$ cat config.mk
export PLATFORM = sky130hd
export DESIGN_NAME = i2s_tx_param
export DESIGN_NICKNAME = d
export VERILOG_FILES = /design/src/rtl/i2s_tx_param.sv
export SDC_FILE = /design/constraint.sdc
export NUM_CORES = 1
export LEC_CHECK = 0
export BUFFER_PORTS_ARGS = -buffer_cell sky130_fd_sc_hd__buf_2
export CAP_MARGIN = 30
export CORE_MARGIN = 2
export CORE_UTILIZATION = 61
export CTS_CLUSTER_SIZE = 25
export DETAILED_ROUTE_END_ITERATION = 8
export HOLD_SLACK_MARGIN = 0.15
export PLACE_DENSITY_LB_ADDON = 0.25
export SETUP_SLACK_MARGIN = 0.15
export SYNTH_ARGS = -nofsm -noshare
export SYNTH_HDL_FRONTEND = slang
export SYNTH_SLANG_ARGS = --single-unit
$ cat constraint.sdc
create_clock -name clk -period 5.03 [get_ports clk]
set_input_delay 1.006 -clock clk [delete_from_list [all_inputs] [get_ports clk]]
set_output_delay 1.006 -clock clk [all_outputs]
set_load 0.03 [all_outputs]
$ cat src/rtl/i2s_tx_param.sv
// Stereo serial-audio transmitter (I2S or left-justified) with MCLK/SCK generation,
// a one-entry sample holding register, mute and saturating underrun accounting.
module i2s_tx_param #(
    parameter int MCLK_HALF = 2,
    parameter int SCK_DIV   = 4,
    parameter int SLOT_W    = 16,
    parameter int SAMPLE_W  = 16,
    parameter int I2S_MODE  = 1
) (
    input  logic                        clk,
    input  logic                        rst,
    input  logic                        s_valid,
    output logic                        s_ready,
    input  logic [SAMPLE_W-1:0]         s_left,
    input  logic [SAMPLE_W-1:0]         s_right,
    input  logic                        mute,
    output logic                        mclk,
    output logic                        sck,
    output logic                        lrck,
    output logic                        sdout,
    output logic [$clog2(2*SLOT_W)-1:0] bit_idx,
    output logic                        underrun,
    output logic [7:0]                  underrun_cnt
);
    localparam int FRAME_W = 2 * SLOT_W;
    localparam int BW      = $clog2(FRAME_W);
    localparam int MW      = (MCLK_HALF > 1) ? $clog2(MCLK_HALF) : 1;
    localparam int SW      = (SCK_DIV > 1) ? $clog2(SCK_DIV) : 1;

    localparam logic [MW-1:0] MCLK_LAST = MW'(MCLK_HALF - 1);
    localparam logic [SW-1:0] SCK_LAST  = SW'(SCK_DIV - 1);
    localparam logic [BW-1:0] B_LAST    = BW'(FRAME_W - 1);
    localparam logic [BW-1:0] B_LOAD    = BW'(I2S_MODE);
    localparam logic [BW-1:0] B_RIGHT   = BW'(SLOT_W);

    logic [MW-1:0]       mclk_cnt_q, mclk_cnt_d;
    logic [SW-1:0]       sck_cnt_q, sck_cnt_d;
    logic                mclk_q, sck_q, lrck_q, sdout_q, underrun_q;
    logic [BW-1:0]       b_q, b_d, pos;
    logic [FRAME_W-1:0]  frame_q, frame_d;
    logic                hold_full_q, hold_full_d;
    logic [SAMPLE_W-1:0] hold_l_q, hold_r_q;
    logic [7:0]          ucnt_q, ucnt_d;
    logic                mclk_tick, sck_tick, sck_fall, load, capture, underrun_d;

    // Samples sit MSB-aligned in their slot; the unused LSBs are zero.
    function automatic logic [SLOT_W-1:0] pad_slot(input logic [SAMPLE_W-1:0] x);
        return SLOT_W'(x) << (SLOT_W - SAMPLE_W);
    endfunction

    always_comb begin
        // Mixed-radix divider: the SCK stage only advances on MCLK half-period ticks,
        // which keeps both clocks phase-locked to one counter.
        mclk_tick  = (mclk_cnt_q == MCLK_LAST);
        sck_tick   = mclk_tick && (sck_cnt_q == SCK_LAST);
        sck_fall   = sck_tick && sck_q;
        mclk_cnt_d = mclk_tick ? '0 : mclk_cnt_q + MW'(1);
        sck_cnt_d  = sck_cnt_q;
        if (mclk_tick) begin
            sck_cnt_d = (sck_cnt_q == SCK_LAST) ? '0 : sck_cnt_q + SW'(1);
        end

        b_d = b_q;
        if (sck_fall) begin
            b_d = (b_q == B_LAST) ? '0 : b_q + BW'(1);
        end

        load       = sck_fall && (b_d == B_LOAD);
        capture    = s_valid && !hold_full_q;
        underrun_d = load && !hold_full_q;

        frame_d = frame_q;
        if (load) begin
            frame_d = (hold_full_q && !mute) ? {pad_slot(hold_l_q), pad_slot(hold_r_q)} : '0;
        end

        hold_full_d = hold_full_q;
        if (capture) begin
            hold_full_d = 1'b1;
        end else if (load) begin
            hold_full_d = 1'b0;
        end

        ucnt_d = ucnt_q;
        if (underrun_d && (ucnt_q != 8'hFF)) begin
            ucnt_d = ucnt_q + 8'd1;
        end

        // Position within the serialised word lags b by the data delay, modulo the frame.
        if ((I2S_MODE != 0) && (b_d == '0)) begin
            pos = B_LAST;
        end else begin
            pos = b_d - B_LOAD;
        end
    end

    always_ff @(posedge clk) begin
        if (rst) begin
            mclk_cnt_q  <= '0;
            sck_cnt_q   <= '0;
            mclk_q      <= 1'b0;
            sck_q       <= 1'b0;
            b_q         <= '0;
            lrck_q      <= 1'b0;
            sdout_q     <= 1'b0;
            frame_q     <= '0;
            hold_full_q <= 1'b0;
            hold_l_q    <= '0;
            hold_r_q    <= '0;
            underrun_q  <= 1'b0;
            ucnt_q      <= '0;
        end else begin
            mclk_cnt_q  <= mclk_cnt_d;
            sck_cnt_q   <= sck_cnt_d;
            if (mclk_tick) begin
                mclk_q <= ~mclk_q;
            end
            if (sck_tick) begin
                sck_q <= ~sck_q;
            end
            b_q         <= b_d;
            lrck_q      <= (b_d >= B_RIGHT);
            sdout_q     <= frame_d[B_LAST - pos];
            frame_q     <= frame_d;
            hold_full_q <= hold_full_d;
            if (capture) begin
                hold_l_q <= s_left;
                hold_r_q <= s_right;
            end
            underrun_q  <= underrun_d;
            ucnt_q      <= ucnt_d;
        end
    end

    assign s_ready      = !hold_full_q;
    assign mclk         = mclk_q;
    assign sck          = sck_q;
    assign lrck         = lrck_q;
    assign sdout        = sdout_q;
    assign bit_idx      = b_q;
    assign underrun     = underrun_q;
    assign underrun_cnt = ucnt_q;
endmodule

==> results.json, run 1 <==
{
  "power_mw": 1.238,
  "power.density_nw_per_um2": 282.6,
  "seq_area_frac_synth_pct": 43.38,
  "final_layout_size_suffix_gt1_share_pct": 18.31,
  "synth_edf_count": 0,
  "finalWirelength_microns": 8903,
  "dpl-instance-area_sq_um": 4200,
  "numClockSinks": 85,
  "synthCells": 468,
  "die_area_sq_um": 7088,
  "core_area_sq_um": 6277,
  "crit_chain": "ha_1 -> and3_1 -> ha_1 -> nand4b_4 -> o21ai_1 -> ha_1 -> nor2b_1 -> o211ai_1 -> nor2_2 -> nand3_1 -> and3b_1 -> a2111oi_0 -> o31ai_1 -> o311ai_1",
  "yosysTopAreaCellShare_pct": 43.38,
  "ys_ff_latch": 85,
  "cp-start-kind": "flip-flop",
  "drv_slew": 0,
  "async_reset_ff_share_pct": 0,
  "yosysTopAreaCell": "dfxtp_1",
  "synth_area_sq_um": 3923,
  "synth_warnings": 0,
  "cap_violations": 0,
  "dieWidth_microns": 84.19,
  "cts_setup_buffers": 0,
  "grt_pass1_vias": 3108,
  "synthFlopType": "dfxtp_1",
  "viasPerCell": 5.985,
  "path_clk_slew_ns": 0.08,
  "cts_max_level": 3,
  "dp_hpwl_microns": 6150,
  "synth_area_per_cell_sq_um": 8.381,
  "clock_latency_ns": 0.35,
  "relSlewSlack_pct": 35.01,
  "synth_common_cells": "85 x dfxtp_1, 78 x nand2_1, 54 x a21oi_1",
  "synth.area.top_cells": "dfxtp_1 43%, nand2_1 7.5%, a21oi_1 6.9%",
  "slowest_delay_ns": 0.70,
  "final_area_sq_um": 4380,
  "io_pins": 55,
  "rsz0062_at_grt": "no",
  "clockRootBuffer": "clkbuf_8",
  "syn_nets": 511,
  "synth.most_common_cell": "dfxtp_1",
  "postRouteAntennaNets": 0,
  "grt_max_degree": 39,
  "path_max_fanout": 19,
  "path_common_cell": "ha_1",
  "cp.arrival_ns": 4.46,
  "worstPathRequired_ns": 5.28,
  "drt_iter0_drc": 334,
  "ctsHoldBuffers": 0,
  "nNetsFinal": 547,
  "fin_skew_ns": 0.006278,
  "start_util_pct": 62.49,
  "irDropWorstVdd_uv": 171.3,
  "cts_inserted_buffers": 9,
  "reg2reg_depth": 14,
  "cts_tree": "yes",
  "crit_type": "reg2reg",
  "hold_viol_final": 0,
  "fmax_mhz": 237.5,
  "cts_resized": 0,
  "drt-pass1-iter-count": 4,
  "status": "finished clean",
  "min_period_over_period_pct": 83.72,
  "rows": 29,
  "area_growth_pct": 11.67,
  "io_buffers": 54,
  "vias": 3501,
  "p_leak_nw": 1.771,
  "tightestPinTransition_ns": 0.9706,
  "die-height_microns": 84.19,
  "setup_viol": 0,
  "avgRoutedWirePerCell_microns": 15.22,
  "track_usage_pct": 25.87,
  "antennaDiodeCount": 0,
  "setup_tns_ns": 0,
  "min_path_cells": 2,
  "hp-class": "reg2reg",
  "drc": 0,
  "clk_path_buf_depth": 2,
  "antenna_found_initial": 0,
  "grt_pass1_wl_microns": 14900,
  "post-route-min-period_ns": 4.211,
  "gp_congestion": 0.8870,
  "cpMaxStageDelayCell": "nor2_2",
  "worst_setup_path_end_kind": "flip-flop",
  "grt-ovfl-total": 0,
  "synth_cell_types": 60
}
[final timing paths]
| path | to | slack, ns | from |
|---|---|---|---|
| max | sdout | 0.82 | bit_idx[0] |
| min | frame_q[22] | 0.46 | frame_q[22] |
| max reg2reg | sdout | 0.82 | bit_idx[0] |
| min reg2reg | frame_q[22] | 0.46 | frame_q[22] |
[placed cells by master (no fill, tap or decap), types with 3 or more instances in the layout]
| cell | Yosys | routed |
|---|---|---|
| buf_4 | 2 | 3 |
| clkbuf_8 | 0 | 9 |
| ha_1 | 7 | 7 |
| a21oi_1 | 54 | 54 |
| a21boi_0 | 14 | 14 |
| a31oi_1 | 19 | 19 |
| and3_1 | 6 | 6 |
| nand2b_1 | 4 | 4 |
| o21ai_0 | 22 | 22 |
| or3_1 | 3 | 3 |
| nor2b_1 | 8 | 7 |
| nand3_1 | 6 | 6 |
| nor2_1 | 42 | 41 |
| mux2i_1 | 9 | 9 |
| dfxtp_1 | 85 | 85 |
| nand4_1 | 16 | 16 |
| buf_2 | 1 | 54 |
| inv_1 | 3 | 3 |
| clkinv_2 | 0 | 3 |
| nand2_1 | 78 | 78 |
| a31o_2 | 4 | 4 |
| xor2_1 | 5 | 5 |
| nor3_1 | 4 | 4 |
[where the power goes]
group	total (mW)	switching (mW)	internal, mW
Combinational	0.0763	0.0467	0.0295
Sequential	0.706	0.0148	0.691
Clock	0.456	0.231	0.224
Total	1.24	0.293	0.945
[cells by family after synthesis]
| kind of cell | after synthesis | synth area share, % |
|---|---|---|
| compound gates | 144 | 24.50 |
| simple gates | 177 | 21.50 |
| fa+ha+maj | 7 | 2.233 |
| mux | 10 | 2.584 |
| flops | 85 | 43.38 |
| buf+inv | 38 | 4.242 |
| xor+xnor | 7 | 1.563 |
[worst max-delay path: cells and delay by family (launching register included)]
family | cells | cell delay [ns]
compound gates | 5 | 1.26
fa+ha+maj | 3 | 0.72
simple gates | 6 | 1.74
flops | 1 | 0.38
[area by class of cell]
type | instances | area [sq um]
Sequential cell | 85 | 1702
Inverter | 4 | 15.01
Tap cell | 77 | 96.34
Clock buffer | 10 | 127.6
Fill cell | 506 | 1897
Clock inverter | 5 | 52.55
Timing Repair Buffer | 59 | 327.8
Multi-Input combinational cell | 345 | 2059
[registers in the layout, summed over array words and instances, names as in the netlist]
signal / cells
hold_r_q: 16
sck: 1
underrun: 1
mclk: 1
sdout: 1
frame_q: 32
bit_idx: 4
mclk_cnt_q: 1
lrck: 1
underrun_cnt: 8
hold_full_q: 1
hold_l_q: 16
sck_cnt_q: 2
[stage by stage]
step,setup WS (ns),hold WS [ns],util [%],instances
after floorplan,1.565,0.4319,-,468
after global placement,1.166,0.4483,66.35,568
after detailed placement,0.9033,0.4491,66.91,570
after CTS,0.8760,0.4582,69.78,585
after global routing,0.5284,0.4747,69.78,585
final,0.8189,0.4579,69.78,585
[per-layer routing]
layer	track usage (%)	share of wire (%)	vias up
met5	0	0	-
met4	10.41	2.0	0
met3	2.950	4.7	16
met2	37.66	44	111
met1	39.09	49	1630
li1	-	-	1744
(Power assumes the default switching activity.)
==> run 2: changes to the inputs <==
Settings changed: ABC_AREA set to 1, CORE_UTILIZATION 61 to 57.
Clock period 5.03 ns to 4.35 ns, I/O delays scaled along.
==> results.json, run 2 <==
{
  "numClockSinks": 85,
  "synth.area.top_cells": "dfxtp_1 43%, nor2_1 11%, nand2_1 10%",
  "yosysTopAreaCell": "dfxtp_1",
  "cts_tree": "yes",
  "crit_type": "reg2reg",
  "finalWirelength_microns": 7944,
  "multi_input_area_sq_um": 1821,
  "dr_wl_met2_microns": 3801,
  "synth_xor_area_share_pct": 0.6662,
  "nNetsFinal": 647,
  "dp_hpwl_microns": 5441,
  "seq_area_frac_synth_pct": 43.15,
  "setup_tns_ns": 0,
  "synthAdderAreaFrac_pct": 2.221,
  "cp.arrival_ns": 3.60,
  "ys_ff_latch": 85,
  "io_pins": 55,
  "synth.most_common_cell": "nor2_1",
  "synthSimpleGateAreaFrac_pct": 31.19,
  "viasPerCell": 5.048,
  "tightestPinTransition_ns": 0.9515,
  "synth_warnings": 0,
  "cts_inserted_buffers": 9,
  "clock_latency_ns": 0.36,
  "met3_length_microns": 263,
  "met1_length_microns": 3741,
  "yosysTopAreaCellShare_pct": 43.15,
  "avgRoutedWirePerCell_microns": 11.53,
  "layout_common_cells": "113 x nor2_1, 105 x nand2_1, 85 x dfxtp_1",
  "clk_path_buf_depth": 2,
  "synth_cell_types": 32,
  "switching_share_pct": 23.05,
  "dpl-instance-area_sq_um": 4178,
  "cts_setup_buffers": 0,
  "fin_skew_ns": 0.007254,
  "cts_max_level": 3,
  "setup_viol": 0,
  "antennaDiodeCount": 0,
  "drc": 0,
  "syn_nets": 608,
  "synth_mux_area_share_pct": 0.2538,
  "internal-power_mw": 1.153,
  "top_register": "frame_q",
  "reg_top3": "frame_q x32, hold_l_q x16, hold_r_q x16",
  "highest_layer": "met4",
  "synthCells": 565,
  "hp-class": "reg2reg",
  "hold_viol_final": 0,
  "largest_reg_flops": 32,
  "status": "finished clean",
  "power.density_nw_per_um2": 341.4,
  "synth_edf_count": 0,
  "final_layout_size_suffix_gt1_share_pct": 15.44,
  "synth_area_per_cell_sq_um": 6.980,
  "grt_pass1_wl_microns": 13690,
  "gp_congestion": 0.8245,
  "rows": 30,
  "die_area_sq_um": 7600,
  "relSlewSlack_pct": 36.50,
  "clockRootBuffer": "clkbuf_8",
  "synthFlopType": "dfxtp_1",
  "antenna_found_initial": 0,
  "layout_commonest_cell": "nor2_1",
  "core_area_sq_um": 6756,
  "track_usage_pct": 22.27,
  "grt_max_degree": 51,
  "synth_area_sq_um": 3944,
  "drt_iter0_drc": 202,
  "synth_common_cells": "113 x nor2_1, 105 x nand2_1, 85 x dfxtp_1",
  "power_frac_comb_pct": 6.5,
  "n_fill_cell": 620,
  "cap_violations": 0,
  "fmax_mhz": 295.5,
  "synth_compound_area_share_pct": 11.83,
  "seq_power_share_pct": 54.6,
  "ctsHoldBuffers": 0,
  "rsz0062_at_grt": "no",
  "irDropWorstVdd_uv": 238.1,
  "cts_resized": 0,
  "die-height_microns": 87.18,
  "worst_setup_path_end_kind": "flip-flop",
  "async_reset_ff_share_pct": 0,
  "vias": 3478,
  "io_buffers": 54,
  "p_leak_nw": 2.151,
  "path_max_fanout": 50,
  "dieWidth_microns": 87.18,
  "switchingPower_mw": 0.3454,
  "grt-ovfl-total": 0,
  "final_area_sq_um": 4389,
  "synth_top_family_by_area": "simple AND/OR/NAND/NOR gates",
  "p_clk_share_pct": 38.9,
  "min_period_over_period_pct": 77.79,
  "start_util_pct": 58.37,
  "drt-pass1-iter-count": 5,
  "postRouteAntennaNets": 0,
  "worstPathRequired_ns": 4.57,
  "drv_slew": 0,
  "post-route-min-period_ns": 3.384,
  "cp-start-kind": "flip-flop",
  "grt_pass1_vias": 3252,
  "path_clk_slew_ns": 0.08,
  "area_growth_pct": 11.29,
  "register_area_sq_um": 1702
}
==> run 2: kinds of logic after synthesis <==
| logic type | Yosys count |
|---|---|
| DFF | 85 |
| muxes | 1 |
| xor gates and xnor gates | 3 |
| AOI/OAI and AO/OA | 88 |
| and+or+nand+nor | 281 |
| buffers and inverters | 100 |
| adders and majority gates | 7 |
==> run 2: final timing paths <==
kind / slack (ns) / depth (start not counted) / startpoint / to
setup reg to reg: 0.97 / 18 / bit_idx[0] / underrun_cnt[7]
hold reg to reg: 0.46 / 2 / hold_r_q[4] / hold_r_q[4]
hold / removal: 0.46 / 2 / hold_r_q[4] / hold_r_q[4]
setup / recovery: 0.97 / 18 / bit_idx[0] / underrun_cnt[7]
==> run 2: critical path: stages, from the launching register on <==
cell and delay (ns):
dfxtp_1 0.35, ha_1 0.22, nand2_1 0.09, nor2_1 0.04
ha_1 0.21, o21ai_1 0.13, o21ai_0 0.25, inv_2 0.17
ha_1 0.15, inv_1 0.09, nor2_8 0.18, nand3_2 0.18
buf_4 0.35, nor2_2 0.17, nand2_2 0.12, nor2_4 0.13
nand3_1 0.12, nor3_1 0.21, nor3_1 0.08
==> run 2: layout make-up <==
cell class / count / area share, %
Multi-Input combinational cell: 380 / 41.48
Sequential cell: 85 / 38.77
Timing Repair Buffer: 56 / 6.499
Inverter: 72 / 6.157
Clock buffer: 13 / 3.848
Tap cell: 80 / 2.281
Clock inverter: 3 / 0.9692
==> run 2: per-stage QoR <==
stage / cells / power [mW] / util, % / worst slack (ns) / hold slack, ns
floorplan: 565 / 0.9032 / - / 1.465 / 0.4300
global placement: 673 / 0.9314 / 61.83 / 1.185 / 0.4444
detailed placement: 673 / 0.9350 / 61.83 / 1.044 / 0.4520
CTS: 689 / 1.513 / 64.96 / 1.007 / 0.4650
global route: 689 / 1.564 / 64.96 / 0.6798 / 0.4880
finish: 689 / 1.498 / 64.96 / 0.9662 / 0.4598
==> run 2: power by group through the flow <==
stage          Clock [mW]  Sequential, mW  Combinational, mW
6_report            0.583           0.818             0.0973
5_1_grt             0.630           0.822              0.111
4_1_cts             0.596           0.819             0.0984
3_5_place_dp            0           0.837             0.0980
3_3_place_gp            0           0.836             0.0953
2_1_floorplan           0           0.837             0.0667
==> run 2: per-layer routing <==
metal | track usage (%) | up-vias
met5 | 0 | -
met4 | 8.811 | 0
met3 | 3.697 | 10
met2 | 39.07 | 69
met1 | 27.14 | 1552
li1 | - | 1847
==> run 3: changes to the inputs <==
Settings changed: ABC_AREA 1 to 0, CORE_UTILIZATION 57 to 51.
Clock period 4.35 ns to 2.85 ns, I/O delays scaled along.
==> results.json, run 3 (synthesis gave the netlist of run 1 again) <==
{
  "grt_pass1_wl_microns": 17800,
  "dr_wl_met2_microns": 5136,
  "layout_common_cells": "80 x dfxtp_1, 77 x nand2_1, 71 x buf_4",
  "timing.rr.end": "sdout",
  "cap_violations": 0,
  "p_leak_nw": 2.160,
  "start_util_pct": 53.23,
  "reg2reg_depth": 15,
  "cp.arrival_ns": 3.42,
  "postRouteAntennaNets": 0,
  "finalNonFillerCells": 684,
  "worstHoldStart": "s_left[2]",
  "post-route-min-period_ns": 3.184,
  "area_growth_pct": 37.35,
  "r2r_slack_ns": -0.33,
  "drt_iter0_drc": 325,
  "drv_slew": 0,
  "dpl_worst_slack_ns": -0.2588,
  "drt-pass1-iter-count": 5,
  "final_layout_size_suffix_gt1_share_pct": 36.24,
  "setup_viol": 4,
  "cp-start-kind": "flip-flop",
  "die_area_sq_um": 8409,
  "clockRootBuffer": "clkbuf_8",
  "rsz0062_at_grt": "yes",
  "startpoint": "bit_idx[1]",
  "clk_path_buf_depth": 2,
  "io_buffers": 54,
  "worst_setup_path_end_kind": "flip-flop",
  "fin_ws_ns": -0.3342,
  "reg2reg_from": "bit_idx[1]",
  "top_register": "frame_q",
  "crit_type": "reg2reg",
  "viasPerCell": 5.770,
  "reg_top3": "frame_q x32, hold_l_q x16, hold_r_q x16",
  "io_pins": 55,
  "cts_inserted_buffers": 9,
  "avgRoutedWirePerCell_microns": 16.17,
  "hp-class": "in2reg",
  "antennaDiodeCount": 0,
  "hold_viol_final": 0,
  "worstPathRequired_ns": 3.09,
  "hold_slack_ns": 0.4278,
  "die-height_microns": 91.70,
  "antenna_found_initial": 0,
  "largest_reg_flops": 32,
  "grt_max_degree": 33,
  "irDropWorstVdd_uv": 282.9,
  "dpl-instance-area_sq_um": 4783,
  "endpoint": "sdout",
  "vias": 3947,
  "relSlewSlack_pct": 66.27,
  "core_area_sq_um": 7370,
  "clock_latency_ns": 0.37,
  "path_max_fanout": 5,
  "drc": 0,
  "dp_cells": 652,
  "cts_max_level": 3,
  "dieWidth_microns": 91.70,
  "met3_length_microns": 587,
  "fin_skew_ns": 0.009678,
  "track_usage_pct": 26.28,
  "min_period_over_period_pct": 111.7,
  "layout_commonest_cell": "dfxtp_1",
  "finalWirelength_microns": 11060,
  "highest_layer": "met4",
  "status": "finished with violations",
  "rows": 31,
  "dp_hpwl_microns": 7012,
  "power.density_nw_per_um2": 424.9,
  "power_mw": 2.289,
  "fmax_mhz": 314.1,
  "grt-ovfl-total": 0,
  "grt_pass1_vias": 3707,
  "numClockSinks": 85,
  "gp_congestion": 0.8878,
  "final_area_sq_um": 5388,
  "path_clk_slew_ns": 0.09,
  "met1_length_microns": 5047,
  "violations": "negative setup slack",
  "cts_tree": "yes",
  "tightestPinTransition_ns": 0.5029,
  "nNetsFinal": 623
}
run 3: changes by cell type in the layout (fill, tap and decap cells not counted), moves of 14 or more:
cell      change
o21ai_0      -40
nand2_1      -28
nand3_1      -26
inv_1        -67
nor2_1       -75
buf_4        +69
a21oi_1      +29
a21boi_0     +14
run 3: cell type report:
type / instances / area, sq um
Sequential cell: 85 / 1713
Inverter: 4 / 16.27
Clock buffer: 9 / 123.9
Multi-Input combinational cell: 349 / 2429
Timing Repair Buffer: 131 / 900.9
Fill cell: 534 / 1982
Tap cell: 99 / 123.9
Clock inverter: 7 / 81.33
run 3: routing by layer:
layer / vias up / GRT usage (%)
met5: - / 0
met2: 147 / 41.48
met1: 1869 / 36.50
li1: 1900 / -
met4: 0 / 10.70
met3: 31 / 3.369
run 3: worst min path at each step:
stage,endpoint,slack (ns),cells past startpoint
6_report,hold_l_q[2],0.43,3
4_1_cts,hold_r_q[11],0.42,3
5_1_grt,hold_l_q[0],0.43,3
3_3_place_gp,hold_l_q[7],0.45,2
2_1_floorplan,hold_l_q[10],0.43,2
3_5_place_dp,hold_l_q[10],0.45,2
run 3: what timing repair did:
item / in CTS / in global routing
buffers inserted: 11 / 1
resized for setup: 27 / 36
endpoints found under the setup margin: 9 / 24
hold buffers: 0 / 0
pin swaps: 10 / 16
gates cloned: 3 / 1
run 3: per-stage QoR:
stage	utilization [%]	TNS, ns
2_1_floorplan	-	-0.1798
3_3_place_gp	64.91	-0.4637
3_5_place_dp	64.91	-0.9745
4_1_cts	70.41	-0.2018
5_1_grt	73.11	-1.268
6_report	73.11	-0.5723
run 3: critical path: stages (launching register included):
cell      delay (ns)
dfxtp_4         0.36
ha_4            0.16
and3_4          0.18
ha_4            0.15
nand4b_4        0.18
o21ai_4         0.17
ha_2            0.18
nor2b_4         0.16
o211ai_1        0.16
buf_4           0.20
o21ai_1         0.23
nand3_1         0.16
a221oi_2        0.30
a311oi_1        0.10
o31ai_1         0.24
o311ai_1        0.13
run 3: where the power goes:
| group | switching (mW) | total (mW) | leakage (nW) | internal, mW |
|---|---|---|---|---|
| Combinational | 0.0947 | 0.149 | 1.37 | 0.0541 |
| Sequential | 0.0245 | 1.24 | 0.694 | 1.22 |
| Clock | 0.481 | 0.897 | 0.0944 | 0.417 |
| Total | 0.600 | 2.29 | 2.16 | 1.69 |
